==> src/rtl/buzzer_pkg.sv <==
// Shared types for the buzzer scheduler: FSM states, grant encodings and the
// state-to-grant decode used by the output register.
package buzzer_pkg;

  typedef enum logic [2:0] {
    ST_IDLE,
    ST_MELODY,
    ST_CLICK,
    ST_ALARM_ON,
    ST_ALARM_OFF
  } state_t;

  typedef enum logic [1:0] {
    GNT_NONE   = 2'b00,
    GNT_MELODY = 2'b01,
    GNT_CLICK  = 2'b10,
    GNT_ALARM  = 2'b11
  } grant_t;

  function automatic grant_t grant_of(state_t s);
    case (s)
      ST_MELODY:                 return GNT_MELODY;
      ST_CLICK:                  return GNT_CLICK;
      ST_ALARM_ON, ST_ALARM_OFF: return GNT_ALARM;
      default:                   return GNT_NONE;
    endcase
  endfunction

endpackage

==> src/rtl/buzzer_scheduler_if.sv <==
// Request/response bundle between the requesters (master) and the buzzer
// scheduler (slave) that owns the beep pin.
interface buzzer_scheduler_if;
  logic       alarm_req;
  logic       alarm_cancel;
  logic       click_req;
  logic       melody_en;
  logic       melody_wave;
  logic       beep;
  logic [1:0] grant;
  logic       busy;
  logic       alarm_done;

  modport master (
    output alarm_req, alarm_cancel, click_req, melody_en, melody_wave,
    input  beep, grant, busy, alarm_done
  );

  modport slave (
    input  alarm_req, alarm_cancel, click_req, melody_en, melody_wave,
    output beep, grant, busy, alarm_done
  );
endinterface

==> src/rtl/ms_interval_timer.sv <==
// Millisecond interval timer: a cycle prescaler feeding a saturating ms
// counter; expired fires on the last cycle of a target-ms interval.
module ms_interval_timer #(
  parameter int TICK_DIV = 50000,
  parameter int MS_W     = 8
) (
  input  logic            clk,
  input  logic            rst,
  input  logic            clear,
  input  logic [MS_W-1:0] target,
  output logic [MS_W-1:0] ms_count,
  output logic            expired
);
  localparam int PRE_W = (TICK_DIV > 1) ? $clog2(TICK_DIV) : 1;
  localparam logic [PRE_W-1:0] PRE_LAST = PRE_W'(TICK_DIV - 1);

  logic [PRE_W-1:0] pre;
  logic             tick;

  assign tick = (pre == PRE_LAST);

  // NOTE: sequential state uses non-blocking assignments so every register
  // samples pre-edge values, independent of statement order.
  always_ff @(posedge clk or posedge rst) begin
    if (rst) begin
      pre      <= '0;
      ms_count <= '0;
    end else if (clear) begin
      pre      <= '0;
      ms_count <= '0;
    end else begin
      pre <= tick ? '0 : pre + PRE_W'(1);
      if (tick && (ms_count != '1)) ms_count <= ms_count + MS_W'(1);
    end
  end

  // Interval of N ms ends on the final cycle of the Nth ms.
  assign expired = tick && (ms_count == target - MS_W'(1));

endmodule

==> src/rtl/buzzer_scheduler.sv <==
// Owns the beep pin: fixed-priority (alarm > click > melody) preemptive
// arbitration, internal alarm cadence and click tone, registered outputs.
module buzzer_scheduler
  import buzzer_pkg::*;
#(
  parameter int TICK_DIV      = 50000,
  parameter int TONE_DIV      = 12500,
  parameter int CLICK_MS      = 20,
  parameter int ALARM_ON_MS   = 200,
  parameter int ALARM_OFF_MS  = 200,
  parameter int ALARM_REPEATS = 5
) (
  input logic               CLK,
  input logic               RSTn,
  buzzer_scheduler_if.slave bus
);
  localparam int MAX_AL = (ALARM_ON_MS > ALARM_OFF_MS) ? ALARM_ON_MS : ALARM_OFF_MS;
  localparam int MAX_MS = (CLICK_MS > MAX_AL) ? CLICK_MS : MAX_AL;
  localparam int MS_W   = $clog2(MAX_MS + 1);
  localparam int TONE_W = (TONE_DIV > 1) ? $clog2(TONE_DIV) : 1;
  localparam logic [TONE_W-1:0] TONE_LAST = TONE_W'(TONE_DIV - 1);

  state_t          state, state_next, rest_state;
  logic            restart, enter, in_alarm, expired;
  logic            done_evt, done_flag, rem_load, rem_dec;
  logic [7:0]      remaining;
  logic [MS_W-1:0] target, unused_ms_count;
  logic [TONE_W-1:0] tone_cnt;
  logic            tone;
  logic            beep_q, busy_q, done_q;
  grant_t          grant_q;

  assign in_alarm   = (state == ST_ALARM_ON) || (state == ST_ALARM_OFF);
  assign rest_state = bus.melody_en ? ST_MELODY : ST_IDLE;

  // NOTE: every always_comb output gets a default first so no path leaves a
  // variable unassigned, which would infer a latch.
  always_comb begin
    state_next = state;
    restart    = 1'b0;
    done_evt   = 1'b0;
    rem_load   = 1'b0;
    rem_dec    = 1'b0;
    if (in_alarm && bus.alarm_cancel) begin
      state_next = rest_state;
    end else if (bus.alarm_req) begin
      state_next = ST_ALARM_ON;
      restart    = 1'b1;
      rem_load   = 1'b1;
    end else begin
      case (state)
        ST_IDLE: begin
          if (bus.click_req)      state_next = ST_CLICK;
          else if (bus.melody_en) state_next = ST_MELODY;
        end
        ST_MELODY: begin
          if (bus.click_req)       state_next = ST_CLICK;
          else if (!bus.melody_en) state_next = ST_IDLE;
        end
        ST_CLICK: begin
          if (bus.click_req) restart    = 1'b1;
          else if (expired)  state_next = rest_state;
        end
        ST_ALARM_ON: if (expired) state_next = ST_ALARM_OFF;
        ST_ALARM_OFF: begin
          if (expired) begin
            if (remaining > 8'd1) begin
              rem_dec    = 1'b1;
              state_next = ST_ALARM_ON;
            end else begin
              done_evt   = 1'b1;
              state_next = rest_state;
            end
          end
        end
        default: state_next = ST_IDLE;
      endcase
    end
  end

  assign enter = restart || (state_next != state);

  always_comb begin
    case (state)
      ST_CLICK:     target = MS_W'(CLICK_MS);
      ST_ALARM_ON:  target = MS_W'(ALARM_ON_MS);
      ST_ALARM_OFF: target = MS_W'(ALARM_OFF_MS);
      default:      target = MS_W'(MAX_MS);
    endcase
  end

  // Elapsed ms is not needed here; only the expiry strobe drives the FSM.
  ms_interval_timer #(.TICK_DIV(TICK_DIV), .MS_W(MS_W)) u_timer (
    .clk      (CLK),
    .rst      (RSTn),
    .clear    (enter),
    .target   (target),
    .ms_count (unused_ms_count),
    .expired  (expired)
  );

  always_ff @(posedge CLK or posedge RSTn) begin
    if (RSTn) state <= ST_IDLE;
    else      state <= state_next;
  end

  // Tone restarts low on every state entry so its phase is entry-aligned.
  always_ff @(posedge CLK or posedge RSTn) begin
    if (RSTn) begin
      tone_cnt <= '0;
      tone     <= 1'b0;
    end else if (enter) begin
      tone_cnt <= '0;
      tone     <= 1'b0;
    end else if (tone_cnt == TONE_LAST) begin
      tone_cnt <= '0;
      tone     <= ~tone;
    end else begin
      tone_cnt <= tone_cnt + TONE_W'(1);
    end
  end

  always_ff @(posedge CLK or posedge RSTn) begin
    if (RSTn)          remaining <= '0;
    else if (rem_load) remaining <= 8'(ALARM_REPEATS);
    else if (rem_dec)  remaining <= remaining - 8'd1;
  end

  // Outputs decode the state register, so done is staged once to line up
  // with the grant change.
  always_ff @(posedge CLK or posedge RSTn) begin
    if (RSTn) begin
      beep_q    <= 1'b0;
      grant_q   <= GNT_NONE;
      busy_q    <= 1'b0;
      done_flag <= 1'b0;
      done_q    <= 1'b0;
    end else begin
      grant_q   <= grant_of(state);
      busy_q    <= (state != ST_IDLE);
      done_flag <= done_evt;
      done_q    <= done_flag;
      case (state)
        ST_CLICK, ST_ALARM_ON: beep_q <= tone;
        ST_MELODY:             beep_q <= bus.melody_wave;
        default:               beep_q <= 1'b0;
      endcase
    end
  end

  assign bus.beep       = beep_q;
  assign bus.grant      = grant_q;
  assign bus.busy       = busy_q;
  assign bus.alarm_done = done_q;

endmodule

==> src/flat_wrapper.sv <==
// flat-port wrapper written by rule: the top's interface ports become plain ports
module buzzer_scheduler_flat import buzzer_pkg::*;
#(
  parameter int TICK_DIV      = 50000,
  parameter int TONE_DIV      = 12500,
  parameter int CLICK_MS      = 20,
  parameter int ALARM_ON_MS   = 200,
  parameter int ALARM_OFF_MS  = 200,
  parameter int ALARM_REPEATS = 5
)
  (CLK, RSTn, bus_alarm_req, bus_alarm_cancel, bus_click_req, bus_melody_en, bus_melody_wave, bus_beep, bus_grant, bus_busy, bus_alarm_done);
  buzzer_scheduler_if bus_i ();
  input logic CLK;
  input logic RSTn;
  input wire logic [$bits(bus_i.alarm_req)-1:0] bus_alarm_req;
  input wire logic [$bits(bus_i.alarm_cancel)-1:0] bus_alarm_cancel;
  input wire logic [$bits(bus_i.click_req)-1:0] bus_click_req;
  input wire logic [$bits(bus_i.melody_en)-1:0] bus_melody_en;
  input wire logic [$bits(bus_i.melody_wave)-1:0] bus_melody_wave;
  output wire logic [$bits(bus_i.beep)-1:0] bus_beep;
  output wire logic [$bits(bus_i.grant)-1:0] bus_grant;
  output wire logic [$bits(bus_i.busy)-1:0] bus_busy;
  output wire logic [$bits(bus_i.alarm_done)-1:0] bus_alarm_done;
  assign bus_i.alarm_req = bus_alarm_req;
  assign bus_i.alarm_cancel = bus_alarm_cancel;
  assign bus_i.click_req = bus_click_req;
  assign bus_i.melody_en = bus_melody_en;
  assign bus_i.melody_wave = bus_melody_wave;
  assign bus_beep = bus_i.beep;
  assign bus_grant = bus_i.grant;
  assign bus_busy = bus_i.busy;
  assign bus_alarm_done = bus_i.alarm_done;
  buzzer_scheduler #(.TICK_DIV(TICK_DIV), .TONE_DIV(TONE_DIV), .CLICK_MS(CLICK_MS), .ALARM_ON_MS(ALARM_ON_MS), .ALARM_OFF_MS(ALARM_OFF_MS), .ALARM_REPEATS(ALARM_REPEATS)) u_core (.CLK(CLK), .RSTn(RSTn), .bus(bus_i));
endmodule
==> config.mk <==
export PLATFORM = sky130hd
export DESIGN_NAME = buzzer_scheduler_flat
export DESIGN_NICKNAME = d
export VERILOG_FILES = /design/src/rtl/buzzer_pkg.sv /design/src/rtl/buzzer_scheduler_if.sv /design/src/rtl/ms_interval_timer.sv /design/src/rtl/buzzer_scheduler.sv /design/src/flat_wrapper.sv
export SDC_FILE = /design/constraint.sdc
export NUM_CORES = 1
export LEC_CHECK = 0
export CAP_MARGIN = 10
export CORE_AREA = 8 8 90 92
export CTS_CLUSTER_SIZE = 8
export DETAILED_ROUTE_END_ITERATION = 10
export DIE_AREA = 0 0 98 100
export PLACE_DENSITY = 0.67
export SLEW_MARGIN = 20
export SYNTH_ARGS = -nofsm -noshare
export SYNTH_HDL_FRONTEND = slang
export SYNTH_HIERARCHICAL = 1
export SYNTH_SLANG_ARGS = --single-unit
==> constraint.sdc <==
create_clock -name CLK -period 4.2 [get_ports CLK]
set_input_delay 0.84 -clock CLK [delete_from_list [all_inputs] [get_ports CLK]]
set_output_delay 0.84 -clock CLK [all_outputs]
set_load 0.005 [all_outputs]
==> run metrics <==
status complete, no violations; initial core utilization 0.492; nature of the critical path endpoint flop; Top Ports 12; P_leak 1.54 nW; synth cell count leaders 56 x sky130_fd_sc_hd__dfrtp_1, 43 x sky130_fd_sc_hd__nor2_1, 28 x sky130_fd_sc_hd__nand2_1; worst setup timing slack at the placement stage around 0.13 ns; CTS buffer count 5; number of enable flip-flop cells after synthesis 0; combinational family with the most area after synthesis simple AND/OR/NAND/NOR gates; Post-Synthesis Cell Area 3270 sq um; clock latency on the worst-skew pair between 0.3 and 0.4 ns; worst hold path depth 0; Overall Global Routing Usage 0.136; Post-DP HPWL 4.39 mm; CORE AREA 6640 sq um; flop2flop setup slack 0.32 ns; die boundary width around 98 um; share of flip-flops with an asynchronous set or reset 1.00; Vias per Instance 5.51; share of the clock period used by the worst path 0.925; placed instance area 3510 sq um; count of cell types in the netlist 55; xor-xnor portion of the synthesized cell area 0.128; largest cells by area after synthesis sky130_fd_sc_hd__dfrtp_1 43%, sky130_fd_sc_hd__xnor2_1 6.2%, sky130_fd_sc_hd__xor2_1 6.2%, sky130_fd_sc_hd__nor2_1 4.9%, sky130_fd_sc_hd__nand2_1 3.2%; multiplexer share of the synthesized area 0.00306; least setup slack across all paths after layout 0.317 ns; buffers plus inverters on the worst setup path 2; top cell type's share of synthesized area 0.428; internal cell power 0.903 mW; global-route wire length before repair 11.2 mm; IR drop worst, VDD roughly 0.27 mV; area growth from synthesis to layout 11.7%; routability cong. 0.838; H-tree depth 2; number of logic stages on the critical path including buffering 19; main flop type after synthesis sky130_fd_sc_hd__dfrtp_1; Worst-Margin Slew 0.910 ns; number of clock sinks 56; Syn Area/Cell roughly 9.4 sq um; number of max-cap violations 0; Crit path largest cell delay 0.49 ns; Fmax around 260 MHz; Max transition margin 0.393; CTS tree built; total negative setup slack 0 ns; die area 9800 sq um; switching power 0.561 mW; initial antenna violation count 0; antenna cells 0; Wirelength per Cell 14.1 um; WS Path Type flop to flop; number of buffer cells added on primary ports 11; Post-Route Skew 0.0158 ns; worst path arrival time 4.09 ns; cell depth of the worst flop-to-flop path 19; total of flip-flops plus latches after synthesis 56; logic gate share of total power 0.375; Seq pwr share 0.411; number of DRC markers after the initial detailed-route iteration 65; biggest area consumer among synthesized cells sky130_fd_sc_hd__dfrtp_1; post-route ant nets 0; net switching fraction of the power 0.383; most instantiated library cell after synthesis sky130_fd_sc_hd__dfrtp_1; design area 3650 sq um; simple-gate share of the synthesized area 0.294; detailed-route DRC error count 0; number of detailed-routing iterations run before antenna repair 5; Critical Path Fanout Max 12; clock slew seen by the registers of the worst setup and hold paths around 0.1 ns; total wirelength of the detailed-routed design 6.39 mm; Total Nets Final just under 400; minimum clock period roughly 3.9 ns; gate family responsible for the most delay along the worst path simple AND/OR/NAND/NOR gates; share of cells above drive strength 1 0.115; Syn Inst Count 349; number of max-slew violations in the final report 0; total power divided by cell area 401 nW/um^2; Hold Path Class flop to flop; kind of start point of the critical path flop; overall via count from detail_route ~2,500; endpoints failing hold 0; cell-by-cell listing of the critical path inv_1 -> nand2_1 -> or2_4 -> inv_4 -> nor3_1 -> xnor2_1 -> nor4_1 -> o2111ai_1 -> a21oi_2 -> nand4bb_1 -> a31oi_4 -> o21ai_1 -> o2111ai_2 -> xor2_2 -> or2_2 -> or4_4 -> nand3_1 -> xor2_1 -> nor2_1; Cell Rows 30; RSZ-0062 raised after global routing false; part of the total power dissipated in the clock network 0.214; vias in the first global route roughly 2,400; Yosys Warn Count 6; cell with the largest stage delay on the worst path sky130_fd_sc_hd__or4_4; setup violation total in the final timing report 0; CTS Root Buffer Type sky130_fd_sc_hd__clkbuf_8; Die H about 100 um; number of buffers on the longest clock path 2; post-synthesis sequential area ratio 0.428; compound-gate portion of the synthesized area 0.0795; largest net degree at the start of global routing 33; Adder-Cell Fraction of Synth Area 0.0229; final global-route overflow total 0; Critical Path RT 4.40 ns
==> state kept, by name (all words and copies together), names as in the netlist <==
signal,count
u_core/tone_cnt,14
u_core/bus.grant,2
u_core/u_timer/ms_count,8
u_core/bus.beep,1
u_core/remaining,8
u_core/bus.busy,1
u_core/state,3
u_core/done_flag,1
u_core/bus.alarm_done,1
u_core/u_timer/pre,16
u_core/tone,1
==> through the flow <==
step	utilization	hold slack [ns]	instances	power (mW)
global route	0.550	0.387	454	1.57
detailed placement	0.529	0.342	442	1.16
finish	0.550	0.369	454	1.46
floorplan	-	0.331	359	1.02
global placement	0.529	0.345	442	1.15
CTS	0.543	0.377	450	1.48
==> placed cells by master, fill, tap and decap left out, types with 3 or more instances in the layout <==
master,Yosys,routed
sky130_fd_sc_hd__dfrtp_1,56,56
sky130_fd_sc_hd__nor2_1,43,43
sky130_fd_sc_hd__nand2_1,28,28
sky130_fd_sc_hd__xor2_1,23,23
sky130_fd_sc_hd__xnor2_1,23,23
sky130_fd_sc_hd__nor3_1,17,17
sky130_fd_sc_hd__nand3_1,13,13
sky130_fd_sc_hd__buf_4,1,13
sky130_fd_sc_hd__and3_1,12,12
sky130_fd_sc_hd__clkdlybuf4s50_1,0,11
sky130_fd_sc_hd__inv_1,12,11
sky130_fd_sc_hd__conb_1,1,11
sky130_fd_sc_hd__nor4_1,11,10
sky130_fd_sc_hd__nand4_1,10,10
sky130_fd_sc_hd__o21ai_0,8,8
sky130_fd_sc_hd__a21oi_1,9,8
sky130_fd_sc_hd__ha_1,6,6
sky130_fd_sc_hd__clkbuf_8,0,5
sky130_fd_sc_hd__a21o_1,4,4
sky130_fd_sc_hd__nor4_2,3,4
sky130_fd_sc_hd__and2_1,3,3
sky130_fd_sc_hd__o21ai_1,3,3
sky130_fd_sc_hd__nand3_2,3,3
sky130_fd_sc_hd__and4_1,3,3
==> routing by layer <==
layer / part of all wire / GRT usage / vias up
li1: - / - / 1256
met4: 0.012 / 0.0468 / 0
met1: 0.49 / 0.173 / 1217
met5: 0 / 0 / -
met2: 0.48 / 0.227 / 23
met3: 0.021 / 0.0256 / 6
==> final cells by class <==
class | count | area (sq um)
fill | 600 | 2990
multi-input combinational | 274 | 1800
sequential | 56 | 1400
timing repair buffer | 24 | 208
tap | 80 | 100
clock buffer | 5 | 68.8
inverter | 12 | 47.5
clock inverter | 3 | 26.3
==> power by group through the flow <==
stage	Sequential [mW]	Combinational [mW]	Clock, mW
final	0.602	0.549	0.313
after global routing	0.607	0.610	0.352
after CTS	0.602	0.549	0.325
after detailed placement	0.613	0.549	0
after global placement	0.613	0.540	0
after floorplan	0.612	0.412	0
==> final timing paths <==
kind,startpoint,endpoint
worst max-delay path,u_core/state[2],u_core/u_timer/ms_count[2]
worst min-delay path,u_core/done_flag,u_core/bus.alarm_done
worst max register to register,u_core/state[2],u_core/u_timer/ms_count[2]
worst min register to register,u_core/done_flag,u_core/bus.alarm_done
max in group asynchronous,RSTn,u_core/u_timer/ms_count[6]
min in group asynchronous,RSTn,u_core/tone_cnt[7]
==> cells by family after synthesis <==
family | count (synthesis)
AND/OR/NAND/NOR | 169
flip-flops | 56
XOR/XNOR | 47
AO/OA/AOI/OAI | 40
buffers and inverters | 29
adder cells (fa/ha/maj) | 6
other | 1
multiplexers | 1
==> timing repair <==
item	4_1_cts	5_1_grt
resized for setup	0	3
endpoints found under the setup margin	0	6
hold buffers	0	0
buffers inserted	0	4
(Power assumes the default switching activity.)
